## src/rtl/tick_period_meter.sv

```systemverilog
`timescale 1ns/1ps
// tick_period_meter
// Measures the number of clock cycles between rising edges of a tick strobe
// that shares clk_i. Reports the last period, a one-cycle valid strobe, a lock
// flag for consecutive periods that agree within TOL, and a timeout flag when
// edges stop arriving.
module tick_period_meter #(
  parameter int CNT_W       = 24,
  parameter int TIMEOUT_CYC = 16_000_000,
  parameter int TOL         = 1024
) (
  input  logic             clk_i,
  input  logic             rst_ni,
  input  logic             tick_i,
  input  logic             clear_i,
  output logic [CNT_W-1:0] period_o,
  output logic             valid_o,
  output logic             locked_o,
  output logic             timeout_o
);

  localparam logic [CNT_W-1:0] TIMEOUT_C = CNT_W'(TIMEOUT_CYC);
  localparam logic [CNT_W-1:0] TOL_C     = CNT_W'(TOL);
  localparam logic [CNT_W-1:0] ONE_C     = CNT_W'(1);

  typedef enum logic {
    WAIT_FIRST = 1'b0,
    MEASURE    = 1'b1
  } state_t;

  state_t           state_reg, state_next;
  logic             tick_q;
  logic             edge_det;
  logic             cnt_at_limit;
  logic [CNT_W-1:0] cnt_reg, cnt_next;
  logic [CNT_W-1:0] prev_reg, prev_next;
  logic [CNT_W-1:0] period_reg, period_next;
  logic [CNT_W-1:0] diff;
  logic             have_prev_reg, have_prev_next;
  logic             valid_reg, valid_next;
  logic             locked_reg, locked_next;
  logic             timeout_reg, timeout_next;

  // Rising edge of the tick; a long high level produces a single edge.
  assign edge_det     = tick_i & ~tick_q;
  assign cnt_at_limit = (cnt_reg >= TIMEOUT_C);

  // Unsigned absolute difference of the current and previous period; the
  // ordered subtraction cannot wrap.
  assign diff = (cnt_reg >= prev_reg) ? (cnt_reg - prev_reg) : (prev_reg - cnt_reg);

  // State and datapath registers; the edge detector keeps tracking during clear.
  always_ff @(posedge clk_i or negedge rst_ni) begin
    if (!rst_ni) begin
      state_reg     <= WAIT_FIRST;
      tick_q        <= 1'b0;
      cnt_reg       <= '0;
      prev_reg      <= '0;
      period_reg    <= '0;
      have_prev_reg <= 1'b0;
      valid_reg     <= 1'b0;
      locked_reg    <= 1'b0;
      timeout_reg   <= 1'b0;
    end else begin
      state_reg     <= state_next;
      tick_q        <= tick_i;
      cnt_reg       <= cnt_next;
      prev_reg      <= prev_next;
      period_reg    <= period_next;
      have_prev_reg <= have_prev_next;
      valid_reg     <= valid_next;
      locked_reg    <= locked_next;
      timeout_reg   <= timeout_next;
    end
  end

  // Next state: clear wins, then an edge, then the timeout limit.
  always_comb begin
    state_next = state_reg;
    if (clear_i) begin
      state_next = WAIT_FIRST;
    end else begin
      case (state_reg)
        WAIT_FIRST: if (edge_det) state_next = MEASURE;
        MEASURE:    if (!edge_det && cnt_at_limit) state_next = WAIT_FIRST;
        default:    state_next = WAIT_FIRST;
      endcase
    end
  end

  // Counter, period capture, lock and timeout updates for each state.
  always_comb begin
    cnt_next       = cnt_reg;
    prev_next      = prev_reg;
    period_next    = period_reg;
    have_prev_next = have_prev_reg;
    valid_next     = 1'b0;
    locked_next    = locked_reg;
    timeout_next   = timeout_reg;

    if (clear_i) begin
      cnt_next       = '0;
      prev_next      = '0;
      period_next    = '0;
      have_prev_next = 1'b0;
      locked_next    = 1'b0;
      timeout_next   = 1'b0;
    end else begin
      case (state_reg)
        WAIT_FIRST: begin
          // The first edge only starts the count; it releases a pending timeout.
          if (edge_det) begin
            cnt_next     = ONE_C;
            timeout_next = 1'b0;
          end
        end
        MEASURE: begin
          if (edge_det) begin
            period_next    = cnt_reg;
            valid_next     = 1'b1;
            cnt_next       = ONE_C;
            prev_next      = cnt_reg;
            have_prev_next = 1'b1;
            if (have_prev_reg) begin
              locked_next = (diff <= TOL_C);
            end
          end else if (!cnt_at_limit) begin
            cnt_next = cnt_reg + ONE_C;
          end else begin
            // Ticks have stopped: drop lock and history, keep the last period.
            timeout_next   = 1'b1;
            locked_next    = 1'b0;
            have_prev_next = 1'b0;
            cnt_next       = '0;
          end
        end
        default: begin
          cnt_next = '0;
        end
      endcase
    end
  end

  assign period_o  = period_reg;
  assign valid_o   = valid_reg;
  assign locked_o  = locked_reg;
  assign timeout_o = timeout_reg;

endmodule

```

## config.mk

```make
export PLATFORM = sky130hd
export DESIGN_NAME = tick_period_meter
export DESIGN_NICKNAME = d
export VERILOG_FILES = /design/src/rtl/tick_period_meter.sv
export SDC_FILE = /design/constraint.sdc
export NUM_CORES = 1
export LEC_CHECK = 0
export BUFFER_PORTS_ARGS = -buffer_cell sky130_fd_sc_hd__buf_2
export CORE_AREA = 2 2 130 132
export DETAILED_ROUTE_END_ITERATION = 8
export DIE_AREA = 0 0 132 134
export PLACE_DENSITY = 0.5
export SYNTH_ARGS = -nofsm -noshare
export SYNTH_HDL_FRONTEND = slang
export SYNTH_SLANG_ARGS = --single-unit
```

## constraint.sdc

```tcl
create_clock -name clk_i -period 3.8 [get_ports clk_i]
set_input_delay 0.19 -clock clk_i [delete_from_list [all_inputs] [get_ports clk_i]]
set_output_delay 0.19 -clock clk_i [all_outputs]
set_load 0.05 [all_outputs]
```

# ---- Word level (Yosys, flattened, before mapping)
# Cells that the tools add are included.
dict set report classes {
  add_sub_neg 3
  mul 0
  div 0
  n_lt_le_gt_ge 3
  eq_ne 4
  shifts 0
  mux 28
  bitwise_logic 3
  n_reduce_logical 9
}
# cell count
set ops {}
lappend ops {{24-bit two-way mux} 8}
lappend ops {{24-bit case mux with 2 select lines} 1}
lappend ops {{24-bit subtractor} 2}
lappend ops {{24-bit by 1-bit adder with 24-bit output, second input constant} 1}
lappend ops {{24-bit greater-or-equal comparator} 1}
lappend ops {{24-bit greater-or-equal comparator, second input constant} 1}
lappend ops {{24-bit by 11-bit <= comparator with 1-bit output, second input constant} 1}
lappend ops {{1-bit two-way mux} 17}
lappend ops {{3-bit by 2-bit inequality test with 1-bit output, second input constant} 2}
lappend ops {{3-bit inequality test, second input constant} 2}
lappend ops {{3-bit AND reduction} 2}
lappend ops {{1-bit case mux with 2 select lines} 2}
lappend ops {{2-bit AND reduction} 2}
lappend ops {{2-bit nonzero test} 2}
lappend ops {{3-bit nonzero test} 1}
lappend ops {{1-bit inverter} 2}
lappend ops {{1-bit AND} 1}
lappend ops {{1-bit logical AND} 1}
lappend ops {{1-bit logical NOT} 1}
dict set report word_totals {
  regBits 54
  latchBits 0
  mem_bits_rw 0
  mem_bits_ro 0
  in_bits 4
  out_inout_bits 27
  wordCells 58
  mem_count 0
}

# ---- Depth between registers and ports, before layout
# Gate-level depths: netlist of run 1.
dict set report logic_depth {
  ltp_word 7
  ltp_mapped 15
}

# ---- Least setup slack after synthesis of run 1
# OpenSTA, ideal clock, no wires.
dict set report synth_path {
  path_type {register to register}
  start {reg, netlist name period_o[3]}
  end {reg locked_reg, in the netlist locked_o}
  setup_ps 92
  arrival_ps 3551
  required_ps 3708
  path_slack_ps 157
  path_stages_with_launch 14
  n_path_buf 0
  period_less_slack_ps 3643
  cell_sequence {dfrtp_1 inv_1 ha_1 a21oi_1 nor2_1 a2111o_1 a311oi_2 o311ai_1 xor2_1 or3_1 a21oi_1 nand4_1 or4b_1 o31ai_2}
}
# item line
set synth_rtl {}
lappend synth_rtl {{end signal, assigned} 72} ;# locked_reg <= locked_next;
lappend synth_rtl {{end, declared} 41} ;# logic locked_reg, locked_next;

==> impl_metrics.toml, run 1 <==
[grt]
overflow = 0
grt_pass1_vias = 4429
met2_usage = 0.279
antenna_found_initial = 0
grt_use_met1 = 0.235
grt_pass1_wl_um = 24100
top_usage_layer = "met2"
grt_max_degree = 55
grtUsageTotal = 0.170
use_met3 = 0.0204

[critical_path]
critPathBufInv = 2
cp_slowest_cell = "or4b_1"
r2r_setup_slack_ns = 0.19
crit_arrival_ns = 3.82
crit_type = "reg -> reg"
crit_path_end_kind = "flop"
slowest_delay_ns = 0.50
cp_top_family = "compound AO/OA/AOI/OAI gates"
cp_max_fo = 12
startpoint_type = "flop"
crit_chain = "inv_1, ha_2, and2_2, nand3_1, nor2_1, o311ai_4, a31o_4, buf_4, o311a_1, a2111oi_4, xnor2_1, or4b_1, o31ai_2"
required_ns = 4.01

[power_and_ir_drop]
leakage_nw = 2.71
ir_drop_mv = 0.149
power_mw = 1.21
p_per_area_nw_per_um2 = 211

[place]
dp_slack_ns = 0.0763
post-dp-hpwl_um = 11300
port_buffers = 30
place_congestion = 0.885

[sta]
setup_viol_count_final = 0
slew_headroom = 0.380
drv_slew = 0
finalCriticalPeriod_ns = 3.61
min_period_over_period = 0.950
setup_ws_ns = 0.189
holdWs_ns = -0.00451
tns_ns = 0
worst_pin_slew_ns = 0.930
hold_viol = 3
timing.fmax_mhz = 277
skew_ns = 0.00524

[synth]
synthArstFlopShare = 1.00
syn_area_um2 = 4780
ys_seq_elements = 54
ys_dominant_reg_cell = "dfrtp_1"
netlist_top_cells_area = "dfrtp_1 28%, ha_1 13%, o21ai_0 6.4%, a21oi_1 5.3%, nand2_1 5.1%"
ys.warnings.count = 0
synth_edf_count = 0
syn_inst = 594
avgSynthCellArea_um2 = 8.05
synth-seq-area-share = 0.283
synth_top_area_frac = 0.283
synth.distinct_cells = 65
syn_nets = 647
synth_area_leader_cell = "dfrtp_1"

[drt]
wl_per_cell_um = 17.3
drc_errors = 0
drt_iter0_drc = 293
via_per_inst = 5.29
drt-total-wl_um = 15100
ant_nets = 0
vias = 4616
drt_pre_antenna_iters = 5

[job]
drv_cap = 0

[floorplanning]
start_util = 0.294
die_y_um = 134
die-area_um2 = 17700
fp.dieW_um = 132
io_pins = 31
rows = 47
core_area_um2 = 16300

[layout]
syn_to_final_growth_pct = 19.3
diodes = 0
fillers = 1740
final_cell_mix = "64 x nand2_1, 59 x o21ai_0, 56 x inv_1, 53 x dfrtp_1, 52 x buf_4"
final_common_cell = "nand2_1"
nets = 705
drive_gt1_frac = 0.192

[clock_network]
clk_pin_slew_ns = 0.07
cts_made_buffers = 5
clock-sinks = 54
hold_buffers = 0
cts_tree = "done"
cts-root-buf = "clkbuf_16"
cts_buffer_depth = 2
cts_htree_levels = 2
clock_latency_ns = 0.30

[worst_hold_path]
hp-class = "in -> async"

[status]
outcome = "finished, violations left"
violations = "negative hold slack"
==> cell usage after synthesis, types with 3 or more instances <==
library cell / count
or2_2: 5
nand3_1: 12
mux2_2: 3
nor2b_1: 4
a21o_1: 15
a21oi_1: 51
o31ai_1: 3
and3_1: 14
a22o_1: 24
nor3_1: 11
buf_4: 4
a211oi_1: 7
nand4_1: 10
o21ai_0: 61
a31oi_1: 10
nor4_1: 3
nand2b_1: 4
nand2_1: 65
mux2i_1: 6
xnor2_1: 12
buf_2: 11
and2_1: 4
dfrtp_1: 54
clkbuf_1: 16
inv_1: 56
or3_1: 4
ha_1: 49
xor2_1: 8
nor2_1: 23
==> report_power, final <==
part           switching, mW  internal [mW]
Sequential           0.00321          0.577
Clock                  0.220          0.243
Combinational          0.106         0.0577
Total                  0.328          0.878
==> layout make-up <==
class,instances,area [um2],share of cell area
Clock buffer,7,133,0.0233
Inverter,56,210,0.0369
Multi-Input combinational cell,453,3190,0.560
Sequential cell,54,1350,0.237
Tap cell,220,275,0.0483
Timing Repair Buffer,82,541,0.0948
==> worst paths after layout <==
check,to,depth (start not counted),start
max reg2reg,locked_o,13,period_o[12]
min reg2reg,period_o[23],1,period_o[23]
min,period_o[2],2,rst_ni
max in group asynchronous,tick_q,2,rst_ni
min in group clk_i,tick_q,1,tick_i
max,locked_o,13,period_o[12]
==> what timing repair did <==
action	4_1_cts	5_1_grt
resized for setup	0	25
setup endpoints to repair	0	1
buffers inserted	0	5
==> metrics by stage <==
step	utilization	hold WS (ns)	std cells	instance area [um2]
after detailed placement	0.333	0.327	860	5430
after global placement	0.333	0.322	860	5430
final	0.350	-0.00451	872	5700
after global routing	0.350	0.00971	872	5700
after CTS	0.341	0.00322	867	5560
after floorplan	-	-0.106	594	4780
==> layer usage <==
metal | up-vias | wire [um]
li1 | 2241 | -
met1 | 2233 | 7200
met2 | 125 | 7000
met3 | 17 | 571
met4 | 0 | 311
met5 | - | 0
==> cell families after synthesis <==
kind of cell | Yosys count | synth area share
flops | 54 | 0.283
fa+ha+maj | 49 | 0.128
buf+inv | 87 | 0.0743
mux | 9 | 0.0196
simple gates | 167 | 0.171
xor+xnor | 20 | 0.0366
compound gates | 208 | 0.288
(Power assumes the default switching activity.)
==> run 2, diff against run 1 <==
Clock period 3.8 ns to 3.9 ns, I/O delays scaled along.
==> run 2 against run 1 <==
The flow now finishes without violations. Critical endpoint unchanged. Hold slack better by 0.028 ns. Combinational power down 2%. Register-to-register slack got worse by 0.02 ns. First-iteration DRC count grew 24%. Sequential power down 3%.
==> impl_metrics.toml, run 2 (synthesis results as in run 1) <==
[status]
outcome = "completed"

[drt]
drt_iter0_drc = 362
via_per_inst = 5.36
drt_pre_antenna_iters = 5
drt-total-wl_um = 15400
wl_per_cell_um = 17.7
ant_nets = 0
vias = 4676
drc_errors = 0

[grt]
antenna_found_initial = 0
overflow = 0
grt_max_degree = 41
grt_pass1_vias = 4611
grt_pass1_wl_um = 25300
grtUsageTotal = 0.177

[clock_network]
cts-root-buf = "clkbuf_16"
cts_made_buffers = 5
cts_tree = "done"
clock_latency_ns = 0.30
clk_pin_slew_ns = 0.07
cts_buffer_depth = 2
cts_htree_levels = 2
clock-sinks = 54

[critical_path]
critPathBufInv = 1
crit_path_frequent_cell = "nand4_1"
crit_path_end_kind = "flop"
cp_slowest_cell = "or4b_1"
r2r_cells = 13
required_ns = 4.11
slowest_delay_ns = 0.58
path_depth = 13
crit_arrival_ns = 3.94
crit_type = "reg -> reg"
cp_top_family = "compound AO/OA/AOI/OAI gates"
cp_max_fo = 6
startpoint_type = "flop"
crit_chain = "inv_1, ha_2, nand4_1, a21oi_1, a2111o_1, a311oi_2, o311ai_1, xor2_1, or3_1, a21oi_2, nand4_1, or4b_1, o31ai_2"

[layout]
final_common_cell = "nand2_1"
syn_to_final_growth_pct = 18.9
drive_gt1_frac = 0.184
nets = 705
final_cell_mix = "65 x nand2_1, 59 x o21ai_0, 56 x inv_1, 54 x dfrtp_1, 51 x buf_4"
diodes = 0

[sta]
skew_ns = 0.00762
hold_viol = 0
slew_headroom = 0.447
drv_slew = 0
setup_viol_count_final = 0
finalCriticalPeriod_ns = 3.73
worst_pin_slew_ns = 0.829
min_period_over_period = 0.956
tns_ns = 0
timing.fmax_mhz = 268
holdWs_ns = 0.0230

[job]
drv_cap = 0

[power_and_ir_drop]
p_per_area_nw_per_um2 = 207
ir_drop_mv = 0.144
leakage_nw = 2.70

[floorplanning]
core_area_um2 = 16300
die_y_um = 134
fp.dieW_um = 132
rows = 47
io_pins = 31
die-area_um2 = 17700
start_util = 0.294

[place]
place_congestion = 0.895
port_buffers = 30
post-dp-hpwl_um = 11800

[worst_hold_path]
hp-class = "in -> reg"
whs_path_depth = 1
==> run 2: power by group <==
group | total, mW | internal, mW | switching, mW
clock network | 0.450 | 0.236 | 0.214
registers | 0.566 | 0.563 | 0.00303
logic | 0.159 | 0.0563 | 0.102
total | 1.17 | 0.855 | 0.319
==> run 2: layer usage <==
layer / global-route usage / wire (um) / share of wire
met5: 0 / 0 / 0
met4: 0.0640 / 321 / 0.021
met3: 0.0132 / 468 / 0.030
met2: 0.282 / 7080 / 0.46
met1: 0.252 / 7550 / 0.49
==> run 2: final cells by class <==
| cell class | instances | area (um2) |
|---|---|---|
| Multi-Input combinational cell | 453 | 3170 |
| Timing Repair Buffer | 82 | 543 |
| Inverter | 56 | 210 |
| Sequential cell | 54 | 1350 |
| Tap cell | 220 | 275 |
| Fill cell | 1721 | 10600 |
| Clock buffer | 7 | 133 |
==> run 2: worst paths after layout <==
kind	startpoint	endpoint	slack (ns)
worst max-delay path	period_o[3]	locked_o	0.17
worst min-delay path	tick_i	tick_q	0.02
worst max register to register	period_o[3]	locked_o	0.17
worst min register to register	timeout_o	timeout_o	0.55
max in group asynchronous	rst_ni	period_o[16]	2.69
min in group asynchronous	rst_ni	period_o[9]	0.33
==> run 2: timing repair <==
action / in CTS / in global routing
buffers inserted: 0 / 3
hold buffers: 1 / 0
resized for setup: 0 / 20
setup endpoints to repair: 0 / 1
endpoints found under the hold margin: 14 / 0
==> run 2: metrics by stage <==
step | instances | power [mW] | util | instance area [um2] | worst slack (ns)
finish | 872 | 1.17 | 0.349 | 5690 | 0.173
global route | 872 | 1.23 | 0.349 | 5690 | -0.00832
CTS | 869 | 1.19 | 0.342 | 5580 | 0.0156
detailed placement | 861 | 0.729 | 0.334 | 5430 | 0.0494
global placement | 861 | 0.729 | 0.334 | 5430 | 0.104
floorplan | 594 | 0.675 | - | 4780 | 0.257
==> run 2: worst register-to-register path: stages, from the launching register on <==
cell and delay (ns):
dfrtp_1 0.41, inv_1 0.07, ha_2 0.33, nand4_1 0.18, a21oi_1 0.07, a2111o_1 0.42
a311oi_2 0.36, o311ai_1 0.16, xor2_1 0.18, or3_1 0.34, a21oi_2 0.20, nand4_1 0.11
or4b_1 0.58, o31ai_2 0.23
